==> src/rtl/hazard_pkg.sv <==
// Shared definitions for the pipeline hazard/stall controller.
package hazard_pkg;
   typedef enum logic [1:0] {
      RUN      = 2'd0,
      MDU_HOLD = 2'd1,
      FLUSH    = 2'd2
   } state_e;

   localparam logic [4:0] REG_ZERO       = 5'd0;
   localparam int         MDU_CYCLES_DEF = 4;
   localparam int         CNT_W_DEF      = 4;
endpackage

==> src/rtl/hazard_stall_ctrl_mdu_hold_timer.sv <==
// Down-counter tracking the remaining EX hold cycles of a multi-cycle HI/LO op.
module mdu_hold_timer #(
   parameter int CNT_W = 4
) (
   input  logic             clk,
   input  logic             rst,
   input  logic             load,
   input  logic             abort,
   input  logic [CNT_W-1:0] load_val,
   output logic             done,
   output logic             busy
);
   logic [CNT_W-1:0] cnt_q, cnt_d;
   logic             busy_q, busy_d;

   always_comb begin
      cnt_d  = cnt_q;
      busy_d = busy_q;
      if (abort) begin
         cnt_d  = '0;
         busy_d = 1'b0;
      end else if (load) begin
         cnt_d  = load_val;
         busy_d = 1'b1;
      end else if (busy_q) begin
         // Stop at zero rather than wrapping; the final cycle just drops busy.
         if (cnt_q == '0) begin
            busy_d = 1'b0;
         end else begin
            cnt_d = cnt_q - 1'b1;
         end
      end
   end

   always_ff @(posedge clk) begin
      if (rst) begin
         cnt_q  <= '0;
         busy_q <= 1'b0;
      end else begin
         cnt_q  <= cnt_d;
         busy_q <= busy_d;
      end
   end

   assign done = busy_q && (cnt_q == '0);
   assign busy = busy_q;
endmodule

==> src/rtl/hazard_stall_ctrl.sv <==
// Pipeline sequencing controller: load-use bubbles, MDU holds, branch squash.
// Define HAZARD_PERF_CNT_EN to add saturating stall/flush performance counters.
module hazard_stall_ctrl
   import hazard_pkg::*;
#(
   parameter int MDU_CYCLES = MDU_CYCLES_DEF,
   parameter int CNT_W      = CNT_W_DEF
) (
   input  logic       clk,
   input  logic       rst,
   input  logic [4:0] id_rs,
   input  logic [4:0] id_rt,
   input  logic       id_uses_rs,
   input  logic       id_uses_rt,
   input  logic       ex_mem_read,
   input  logic [4:0] ex_write_reg,
   input  logic       ex_hilo_op,
   input  logic       mem_branch,
   input  logic       mem_zero,
   output logic       pc_write,
   output logic       if_id_write,
   output logic       id_ex_write,
   output logic       if_id_flush,
   output logic       id_ex_flush,
   output logic       ex_mem_flush,
   output logic       pc_src,
   output logic       mdu_busy,
   output logic [1:0] state
`ifdef HAZARD_PERF_CNT_EN
   ,
   output logic [31:0] perf_load_stalls,
   output logic [31:0] perf_mdu_stalls,
   output logic [31:0] perf_flushes
`endif
);
   localparam logic [CNT_W-1:0] HOLD_LOAD = CNT_W'(MDU_CYCLES - 2);

   state_e state_q, state_d;
   logic   br_taken, load_use;
   logic   tmr_load, tmr_abort, tmr_done, tmr_busy;
   logic   load_stall_cyc;

   assign br_taken = mem_branch & mem_zero;
   assign load_use = ex_mem_read && (ex_write_reg != REG_ZERO) &&
                     ((id_uses_rs && (id_rs == ex_write_reg)) ||
                      (id_uses_rt && (id_rt == ex_write_reg)));

   always_comb begin
      state_d        = state_q;
      pc_write       = 1'b1;
      if_id_write    = 1'b1;
      id_ex_write    = 1'b1;
      if_id_flush    = 1'b0;
      id_ex_flush    = 1'b0;
      ex_mem_flush   = 1'b0;
      pc_src         = 1'b0;
      mdu_busy       = 1'b0;
      tmr_load       = 1'b0;
      tmr_abort      = 1'b0;
      load_stall_cyc = 1'b0;
      if (rst) begin
         pc_write     = 1'b0;
         if_id_write  = 1'b0;
         id_ex_write  = 1'b0;
         if_id_flush  = 1'b1;
         id_ex_flush  = 1'b1;
         ex_mem_flush = 1'b1;
         tmr_abort    = 1'b1;
         state_d      = RUN;
      end else if (br_taken) begin
         // Wrong-path squash wins over everything, including an active MDU op.
         pc_src       = 1'b1;
         if_id_flush  = 1'b1;
         id_ex_flush  = 1'b1;
         ex_mem_flush = 1'b1;
         tmr_abort    = 1'b1;
         state_d      = FLUSH;
      end else begin
         unique case (state_q)
            RUN: begin
               if (ex_hilo_op) begin
                  pc_write    = 1'b0;
                  if_id_write = 1'b0;
                  id_ex_write = 1'b0;
                  mdu_busy    = 1'b1;
                  tmr_load    = 1'b1;
                  state_d     = MDU_HOLD;
               end else if (load_use) begin
                  pc_write       = 1'b0;
                  if_id_write    = 1'b0;
                  id_ex_flush    = 1'b1;
                  load_stall_cyc = 1'b1;
               end
            end
            MDU_HOLD: begin
               pc_write     = 1'b0;
               if_id_write  = 1'b0;
               id_ex_write  = 1'b0;
               mdu_busy     = tmr_busy;
               ex_mem_flush = !tmr_done;
               if (tmr_done || !tmr_busy) begin
                  state_d = RUN;
               end
            end
            FLUSH:   state_d = RUN;
            default: state_d = RUN;
         endcase
      end
   end

   always_ff @(posedge clk) begin
      if (rst) begin
         state_q <= RUN;
      end else begin
         state_q <= state_d;
      end
   end

   assign state = state_q;

   mdu_hold_timer #(.CNT_W(CNT_W)) u_mdu_hold_timer (
      .clk      (clk),
      .rst      (rst),
      .load     (tmr_load),
      .abort    (tmr_abort),
      .load_val (HOLD_LOAD),
      .done     (tmr_done),
      .busy     (tmr_busy)
   );

`ifdef HAZARD_PERF_CNT_EN
   logic [2:0]  perf_inc;
   logic [31:0] perf_q [3];

   assign perf_inc[0] = load_stall_cyc;
   assign perf_inc[1] = (state_q == MDU_HOLD);
   assign perf_inc[2] = br_taken;

   for (genvar gi = 0; gi < 3; gi++) begin : g_perf
      logic [31:0] perf_d;
      always_comb begin
         perf_d = perf_q[gi];
         if (perf_inc[gi] && (perf_q[gi] != '1)) begin
            perf_d = perf_q[gi] + 32'd1;
         end
      end
      always_ff @(posedge clk) begin
         if (rst) begin
            perf_q[gi] <= '0;
         end else begin
            perf_q[gi] <= perf_d;
         end
      end
   end

   assign perf_load_stalls = perf_q[0];
   assign perf_mdu_stalls  = perf_q[1];
   assign perf_flushes     = perf_q[2];
`else
   logic unused_load_stall;
   assign unused_load_stall = load_stall_cyc;
`endif
endmodule

==> config.mk <==
export PLATFORM = sky130hd
export DESIGN_NAME = hazard_stall_ctrl
export DESIGN_NICKNAME = d
export VERILOG_FILES = /design/src/rtl/hazard_pkg.sv /design/src/rtl/hazard_stall_ctrl_mdu_hold_timer.sv /design/src/rtl/hazard_stall_ctrl.sv
export SDC_FILE = /design/constraint.sdc
export NUM_CORES = 1
export LEC_CHECK = 0
export ABC_AREA = 1
export ABC_CLOCK_PERIOD_IN_PS = 1450
export BUFFER_PORTS_ARGS = -buffer_cell sky130_fd_sc_hd__buf_2
export CAP_MARGIN = 10
export CELL_PAD_IN_SITES_DETAIL_PLACEMENT = 1
export CELL_PAD_IN_SITES_GLOBAL_PLACEMENT = 1
export CORE_UTILIZATION = 28
export CTS_BUF_LIST = sky130_fd_sc_hd__clkbuf_8
export DETAILED_ROUTE_END_ITERATION = 10
export PLACE_DENSITY_LB_ADDON = 0.1
export SYNTH_ARGS = -nofsm -noshare
export SYNTH_HDL_FRONTEND = slang
export SYNTH_SLANG_ARGS = --single-unit
export TNS_END_PERCENT = 30
==> constraint.sdc <==
create_clock -name clk -period 1.45 [get_ports clk]
set_input_delay 0.0725 -clock clk [delete_from_list [all_inputs] [get_ports clk]]
set_output_delay 0.0725 -clock clk [all_outputs]
set_load 0.02 [all_outputs]
======== Word-level counts from Yosys, hierarchy flattened ========
Index checks and enable logic that the tools add are counted.
W data, S select, Z words.
storage, ports and cells
  register bits after elaboration ......... 7
  bits of input ports ..................... 23
cells by class
  $add $sub $neg .......................... 1
  eq/ne operators ......................... 8
  mux-type cells .......................... 37
  bitwise gates (word level) .............. 2
  reduce and logical (&&, ||, !) cells .... 20
operator list
  operator               count
  $mux W1                27
  $mux W2                6
  $eq A5 B5 Y1           2
  $reduce_and A2 Y1      4
  $ne A2 B2 Y1 const B   3
  $ne A3 B3 Y1 const B   2
  $pmux W1 S2            3
  $logic_and A1 B1 Y1    5
  $reduce_bool A5 Y1     1
  $logic_not A4 Y1       1
  $pmux W2 S2            1
  $reduce_or A2 Y1       2
  $sub A4 B1 Y4 const B  1
  $reduce_or A3 Y1       1
  $eq A2 B1 Y1 const B   1
  $logic_not A1 Y1       2
  $logic_not A2 Y1       1
  $logic_or A1 B1 Y1     2
  $reduce_bool A2 Y1     1
  $and A1 B1 Y1          1
  $not A1 Y1             1

======== Logic depth before layout (Yosys ltp) ========
Gate-level depths: netlist of run 1.
  depth after elaboration ................. 9
  depth in mapped cells ................... 10
  depth with buffers taken out ............ 9

======== Hierarchy ========
Synthesis of run 1 repeated with hierarchy kept, for this count alone.
second synthesis, totals
  cell total of the unflattened synthesis .. 139
  area, all modules ....................... 711.9 um^2
modules (own cells, without submodules)
  module             times used  cells an instance  area each (um^2)  seq. area each (um^2)
  hazard_stall_ctrl  1           86                 389.1             40.0
  mdu_hold_timer     1           53                 322.8             100.1

======== Worst setup path before layout of run 1 ========
No wires, ideal clock.
  kind .................................... register to output
  from .................................... register state_q[1], in the netlist state[1]
  to ...................................... output pc_write
  arrival ................................. 1.442 ns
  data required time ...................... 1.378 ns
  setup slack ............................. -0.065 ns
  cell stages (with the launch flop) ...... 7
  buffers on the path ..................... 1
  cell sequence ........................... dfxtp_1 nor2_1 nand2_1 a21oi_1 nand2_1 inv_1 buf_4
between the ends
  longest elaborated chain between the ends .. 4
  elaborated cells between the ends (all ways) .. 5
  those cells by class .................... eq/ne: 1; mux: 3; reduce/logical: 1
RTL lines
  element                                                  line                      text
  start: declaration                                       hazard_stall_ctrl.sv:38   state_e state_q, state_d;
  start signal: assignment                                 hazard_stall_ctrl.sv:115  state_q <= state_d;
  $eq A2 B1 Y1 / $logic_not A2 Y1 (equally long branches)  --
  $pmux W1 S2 *                                            --
  $mux W1 * (2 in series)                                  --
  end: declaration                                         hazard_stall_ctrl.sv:20   output logic pc_write,
Mark *: on every way between the ends. The rest lies on a longest branch, timed or not.

======== Worst setup path in the final report of run 1 ========
  from .................................... register u_mdu_hold_timer.cnt_q[0]
  to ...................................... output ex_mem_flush
between the ends
  longest elaborated chain between the ends .. 6
RTL lines
  element                   line                                    text
  start: declaration        hazard_stall_ctrl_mdu_hold_timer.sv:13  logic [CNT_W-1:0] cnt_q, cnt_d;
  start signal: assignment  hazard_stall_ctrl_mdu_hold_timer.sv:40  cnt_q <= cnt_d;
  $logic_not A4 Y1          hazard_stall_ctrl_mdu_hold_timer.sv:45  assign done = busy_q && (cnt_q == '0);
  $logic_and A1 B1 Y1       hazard_stall_ctrl_mdu_hold_timer.sv:45
  $logic_not A1 Y1          hazard_stall_ctrl.sv:100                ex_mem_flush = !tmr_done;
  $mux W1                   hazard_stall_ctrl.sv:79                 unique case (state_q)
  $mux W1                   hazard_stall_ctrl.sv:70                 end else if (br_taken) begin
  $mux W1                   hazard_stall_ctrl.sv:61                 if (rst) begin
  end: declaration          hazard_stall_ctrl.sv:25                 output logic ex_mem_flush,
Every way passes these cells.

==> results of run 1 <==
-- sequential cells by signal, summed over array words and instances, names as in the netlist --
name                    flops
u_mdu_hold_timer.cnt_q      4
state                       2
u_mdu_hold_timer.busy       1
-- cells in the final DEF (no fill, tap or decap), types with 2 or more instances in the layout --
cell type  count
nand2_1       41
buf_2         32
inv_1         22
nor2_1        15
inv_2          7
dfxtp_1        7
a21oi_1        5
o21ai_1        3
nand3_1        3
clkbuf_8       3
nor2_4         2
nand3_2        2
o21ai_0        2
-- metal layers --
| metal | share of wire, % | wire length [um] |
|---|---|---|
| met5 | 0 | 0 |
| met3 | 4.3 | 74 |
| met2 | 50 | 850 |
| met1 | 45 | 764 |
| met4 | 1.5 | 25 |
-- final timing paths --
check                           slack (ns)                                     end  cells past startpoint
worst max-delay path                  0.10                            ex_mem_flush                      6
worst min-delay path                   0.1                   state[1]$_SDFFE_PP0P_                      2
worst max register to register        0.15  u_mdu_hold_timer.cnt_q[2]$_SDFFE_PP0P_                      8
worst min register to register        0.50  u_mdu_hold_timer.cnt_q[2]$_SDFFE_PP0P_                      2
-- metrics by stage --
stage / cells / hold slack [ns] / total power [mW] / setup slack (ns) / util [%]
floorplan: 115 / 0.145 / 0.324 / 0.0740 / -
global placement: 173 / 0.334 / 0.390 / 0.219 / 39.9
detailed placement: 173 / 0.334 / 0.396 / 0.130 / 39.9
CTS: 177 / 0.0990 / 0.670 / 0.0424 / 42.1
global route: 177 / 0.124 / 0.710 / 0.00898 / 42.2
finish: 177 / 0.0977 / 0.663 / 0.101 / 42.2
-- area by class of cell --
cell class,count,share of cell area [%]
Clock buffer,3,4.84
Clock inverter,1,0.440
Inverter,28,12.3
Sequential cell,7,16.4
Tap cell,27,3.96
Multi-Input combinational cell,79,43.3
Timing Repair Buffer,32,18.8
-- worst max-delay path, cell delays in order (launching register included) --
cell and delay [ns]:
dfxtp_1 0.33, inv_1 0.09, ha_2 0.19, nand3_2 0.10, o21ai_1 0.13, nand2_1 0.06
buf_2 0.15
-- what timing repair did --
item                                   in CTS  in global routing
gates resized for setup                     0                  2
buffers inserted                            0                  0
setup endpoints to repair                   0                  2
endpoints found under the hold margin       0                  0
hold buffers                                0                  0
-- report_power, final --
part / switching (mW) / leakage [nW] / total (mW) / internal (mW)
logic: 0.114 / 0.442 / 0.186 / 0.0720
clock network: 0.0873 / 0.0269 / 0.271 / 0.183
registers: 0.00542 / 0.0572 / 0.207 / 0.201
total: 0.207 / 0.526 / 0.663 / 0.457
-- kinds of logic after synthesis --
group           count (synthesis)  synth area share, %
compound gates                 12                 10.2
buf+inv                        29                 18.3
flops                           7                 22.8
simple gates                   66                 46.7
fa+ha+maj                       1                 2.03
==> results.sh, run 1 <==
export IMPL_status="complete, no violations"
export IMPL_drive_gt1_share_pct=32.7
export IMPL_start_util_pct=30.4
export IMPL_rsz0062_at_grt="no"
export IMPL_rr_startpoint="u_mdu_hold_timer.cnt_q[0]$_SDFFE_PP0P_"
export IMPL_synth_edf_count=0
export IMPL_yosys_top_cells_count="nand2_1 (41), inv_1 (21), nor2_1 (15), dfxtp_1 (7), inv_2 (7)"
export IMPL_coreArea_um2=2020
export IMPL_multi_input_area_um2=369
export IMPL_wirelength_um=1720
export IMPL_first_global_vias=748
export IMPL_hold_violations=0
export IMPL_grt_pass1_wl_um=3050
export IMPL_antenna_found_initial=0
export IMPL_num_antenna_cells=0
export IMPL_period_needed_ns=1.35
export IMPL_routabilityCongestion=0.768
export IMPL_dpl_cell_area_um2=806
export IMPL_maxCapViolCount=0
export IMPL_finalMaxSlewViolations=0
export IMPL_wl_per_cell_um=9.69
export IMPL_grt_busiest_layer="met2"
export IMPL_ctsLongestPathBuffers=2
export IMPL_fin_tns_setup_ns=0
export IMPL_row_count=16
export IMPL_io_pins=33
export IMPL_powerDensity_nw_per_um2=777
export IMPL_grt_max_degree=6
export IMPL_syn_num_nets=139
export IMPL_worst_slew_pin_slew_ns=0.218
export IMPL_ys_warn_count=0
export IMPL_die_y_um=48.9
export IMPL_syn_avg_cell_area_um2=5.35
export IMPL_hold_path_class="in2reg"
export IMPL_vias=758
export IMPL_num_fill_cells=310
export IMPL_timing_fmax_mhz=741
export IMPL_drc_errors=0
export IMPL_required_ns=1.38
export IMPL_synth_top_flop_cell="dfxtp_1"
export IMPL_port_buffers=32
export IMPL_die_w_um=48.9
export IMPL_yosysMostFrequentCell="nand2_1"
export IMPL_max_vdd_ir_drop_mv=0.560
export IMPL_worst_ep_arrival_time_ns=1.28
export IMPL_ys_seq_area_share_pct=22.8
export IMPL_gr_usage_met1_pct=19.4
export IMPL_synth_top_cell_area_share_pct=25.0
export IMPL_critPathCaptureType="primary output"
export IMPL_ys_ff_latch=7
export IMPL_dp_hpwl_um=1430
export IMPL_yosys_area_top_type="nand2_1"
export IMPL_regArea_um2=140
export IMPL_hold_start="rst"
export IMPL_grt_use_total_pct=16.3
export IMPL_finalClockSkew_ns=0.00136
export IMPL_gr_total_overflow=0
export IMPL_cp_max_fo=2
export IMPL_avgViaCountPerCell=4.28
export IMPL_leakagePower_nw=0.526
export IMPL_syn_area_um2=616
export IMPL_clk_latency_ns=0.23
export IMPL_root_buffer="clkbuf_8"
export IMPL_netlist_instances=115
export IMPL_met2_usage_pct=29.4
export IMPL_drtPass1Iterations=4
export IMPL_cts_buffers=3
export IMPL_ant_nets=0
export IMPL_areaGrowthSynthToFinish_pct=38.6
export IMPL_slew_headroom_pct=85.4
export IMPL_path_clk_slew_ns=0.04
export IMPL_drt_initial_drc_count=7
export IMPL_htree_levels=1
export IMPL_startpoint="u_mdu_hold_timer.cnt_q[0]$_SDFFE_PP0P_"
export IMPL_async_flop_share_pct=0
export IMPL_crit_type="reg2out"
export IMPL_cts_sinks=7
export IMPL_fin_nets=175
export IMPL_critPathLaunchType="flop"
export IMPL_finalInstanceArea_um2=853
export IMPL_report_final_setup_viol=0
export IMPL_synth_area_top_cells="nand2_1 (25%), dfxtp_1 (23%), inv_1 (13%)"
export IMPL_cts_tree="done"
export IMPL_finalCritPeriodShare_pct=93.0
export IMPL_die_area_um2=2390
export IMPL_ys_types=17
export IMPL_use_met3_pct=2.18
(Power assumes the default switching activity.)
==> inputs of run 2 (changes only) <==
CORE_UTILIZATION = 29   (was 28)
SYNTH_HIERARCHICAL = 1   (was not set)
TNS_END_PERCENT = 10   (was 30)
==> results.sh, run 2 <==
export IMPL_status="complete, no violations"
export IMPL_crit_type="reg2out"
export IMPL_seqPwrFrac_pct=30.1
export IMPL_finalMaxSlewViolations=0
export IMPL_slowest_stage="dfxtp_1"
export IMPL_clk_latency_ns=0.23
export IMPL_period_needed_ns=1.35
export IMPL_cts_tree="done"
export IMPL_powerDensity_nw_per_um2=690
export IMPL_grt_pass1_wl_um=3350
export IMPL_hold_violations=0
export IMPL_die_area_um2=2660
export IMPL_ys_types=18
export IMPL_drtPass1Iterations=4
export IMPL_row_count=17
export IMPL_avgViaCountPerCell=4.46
export IMPL_ant_nets=0
export IMPL_crit_path_cell_trace="inv_2 > ha_4 > nand2_2 > nor2_1 > o21ai_1 > buf_2"
export IMPL_p_int_uw=463
export IMPL_cts_sinks=7
export IMPL_die_y_um=51.5
export IMPL_coreArea_um2=2250
export IMPL_cts_setup_buffers=0
export IMPL_antenna_found_initial=0
export IMPL_required_ns=1.38
export IMPL_p_sw_share_pct=31.8
export IMPL_num_antenna_cells=0
export IMPL_grt_max_degree=8
export IMPL_dp_hpwl_um=1710
export IMPL_routabilityCongestion=0.787
export IMPL_p_switching_uw=216
export IMPL_yosysMostFrequentCell="nand2_1"
export IMPL_mostFrequentLayoutCell="nand2_1"
export IMPL_path_clk_slew_ns=0.04
export IMPL_first_global_vias=858
export IMPL_io_pins=33
export IMPL_yosys_area_top_type="nand2_1"
export IMPL_rsz0062_at_grt="no"
export IMPL_report_final_setup_viol=0
export IMPL_synth_top_flop_cell="dfxtp_1"
export IMPL_fin_tns_setup_ns=0
export IMPL_leakagePower_nw=0.596
export IMPL_cts_buffers=3
export IMPL_die_w_um=51.5
export IMPL_ys_warn_count=6
export IMPL_finalClockSkew_ns=0.00313
export IMPL_max_vdd_ir_drop_mv=0.452
export IMPL_yosys_top_cells_count="nand2_1 (53), inv_1 (22), nor2_1 (18), dfxtp_1 (7), nand2_2 (7)"
export IMPL_syn_area_um2=712
export IMPL_comb_power_share_pct=30.4
export IMPL_ys_seq_area_share_pct=19.7
export IMPL_drive_gt1_share_pct=32.8
export IMPL_hold_path_class="in2reg"
export IMPL_drt_initial_drc_count=9
export IMPL_synth_edf_count=0
export IMPL_cp_top_family="flip-flops"
export IMPL_final_cell_mix="nand2_1 (52), buf_2 (32), inv_1 (22)"
export IMPL_wirelength_um=1970
export IMPL_grt_use_total_pct=16.4
export IMPL_finalCritPeriodShare_pct=93.2
export IMPL_start_util_pct=31.6
export IMPL_cts_hold_repair_buffers=0
export IMPL_synth_top_cell_area_share_pct=27.9
export IMPL_synth_area_top_cells="nand2_1 (28%), dfxtp_1 (20%), inv_1 (12%)"
export IMPL_areaGrowthSynthToFinish_pct=38.1
export IMPL_netlist_instances=139
export IMPL_timing_hold_ws_ns=0.0783
export IMPL_vias=914
export IMPL_worst_ep_arrival_time_ns=1.28
export IMPL_critPathLaunchType="flop"
export IMPL_port_buffers=32
export IMPL_maxCapViolCount=0
export IMPL_timing_fmax_mhz=740
export IMPL_gr_total_overflow=0
export IMPL_largest_reg_flops=4
export IMPL_max_stage_delay_ns=0.36
export IMPL_cp_max_fo=4
export IMPL_power_share_clock_pct=39.6
export IMPL_async_flop_share_pct=0
export IMPL_top_register="u_mdu_hold_timer/cnt_q"
export IMPL_htree_levels=1
export IMPL_root_buffer="clkbuf_8"
export IMPL_fin_nets=202
export IMPL_ctsLongestPathBuffers=2
export IMPL_wl_per_cell_um=9.60
export IMPL_syn_avg_cell_area_um2=5.12
export IMPL_drc_errors=0
export IMPL_ys_ff_latch=7
export IMPL_cp_num_buf_inv=2
export IMPL_cts_resized=1
export IMPL_critPathCaptureType="primary output"
run 2: changes by cell type after synthesis, moves of 2 or more:
cell | previous run | this run
nand2_1 | 41 | 53
nand2_2 | 1 | 7
nor2_1 | 15 | 18
conb_1 | 0 | 2
inv_2 | 7 | 5
nand3_1 | 3 | 5
nor2_2 | 0 | 2
nor2_4 | 2 | 0
o21ai_1 | 2 | 0
run 2: power by group through the flow:
stage / clock network [mW] / registers (mW) / logic (mW)
global route: 0.289 / 0.205 / 0.236
finish: 0.269 / 0.204 / 0.206
detailed placement: 0 / 0.207 / 0.203
CTS: 0.279 / 0.203 / 0.204
global placement: 0 / 0.207 / 0.198
floorplan: 0 / 0.209 / 0.125
run 2: per-stage QoR:
step           cells  power, mW  util, %  instance area [um^2]  setup slack [ns]
2_1_floorplan    141      0.334        -                   723            0.0467
3_3_place_gp     201      0.404     40.7                   918             0.103
3_5_place_dp     201      0.410     40.7                   918            0.0995
4_1_cts          205      0.687     42.8                   966           0.00761
5_1_grt          205      0.730     43.6                   983            0.0249
6_report         205      0.679     43.6                   983            0.0982
run 2: final timing paths:
check                                         startpoint                                endpoint  slack, ns  cells past startpoint
setup / recovery  u_mdu_hold_timer/cnt_q[0]$_SDFFE_PP0P_                            ex_mem_flush        0.1                      6
hold / removal                                       rst                   state[1]$_SDFFE_PP0P_       0.08                      2
setup reg to reg                   state[1]$_SDFFE_PP0P_  u_mdu_hold_timer/cnt_q[1]$_SDFFE_PP0P_       0.20                      8
hold reg to reg   u_mdu_hold_timer/cnt_q[1]$_SDFFE_PP0P_  u_mdu_hold_timer/cnt_q[1]$_SDFFE_PP0P_       0.49                      2
run 2: kinds of logic (layout without fill, tap and decap cells):
| logic type | Yosys count | count (layout) | synth area share, % |
|---|---|---|---|
| AND/OR/NAND/NOR | 90 | 90 | 54.1 |
| buffers and inverters | 28 | 64 | 15.3 |
| other | 2 | 4 | 1.05 |
| flip-flops | 7 | 7 | 19.7 |
| AO/OA/AOI/OAI | 11 | 11 | 8.09 |
| adder cells (fa/ha/maj) | 1 | 1 | 1.76 |
run 2: area by class of cell:
class	count	area, um^2
Timing Repair Buffer	33	168
Inverter	27	101
Tap cell	28	35.0
Clock inverter	1	3.75
Clock buffer	3	41.3
Multi-Input combinational cell	106	494
Fill cell	352	1270
Sequential cell	7	140
run 2: metal layers:
| metal | track usage [%] | wire length (um) |
|---|---|---|
| met1 | 19.1 | 875 |
| met2 | 29.7 | 968 |
| met3 | 2.34 | 99 |
| met4 | 6.76 | 26 |
| met5 | 0 | 0 |
run 2: worst register-to-register path, stage by stage (launching register included):
cell	delay, ns
dfxtp_1	0.33
nor2_2	0.14
nand2_2	0.09
nor2_2	0.14
buf_4	0.16
nand2_1	0.05
o21ai_0	0.09
nand2_1	0.08
a21oi_1	0.11
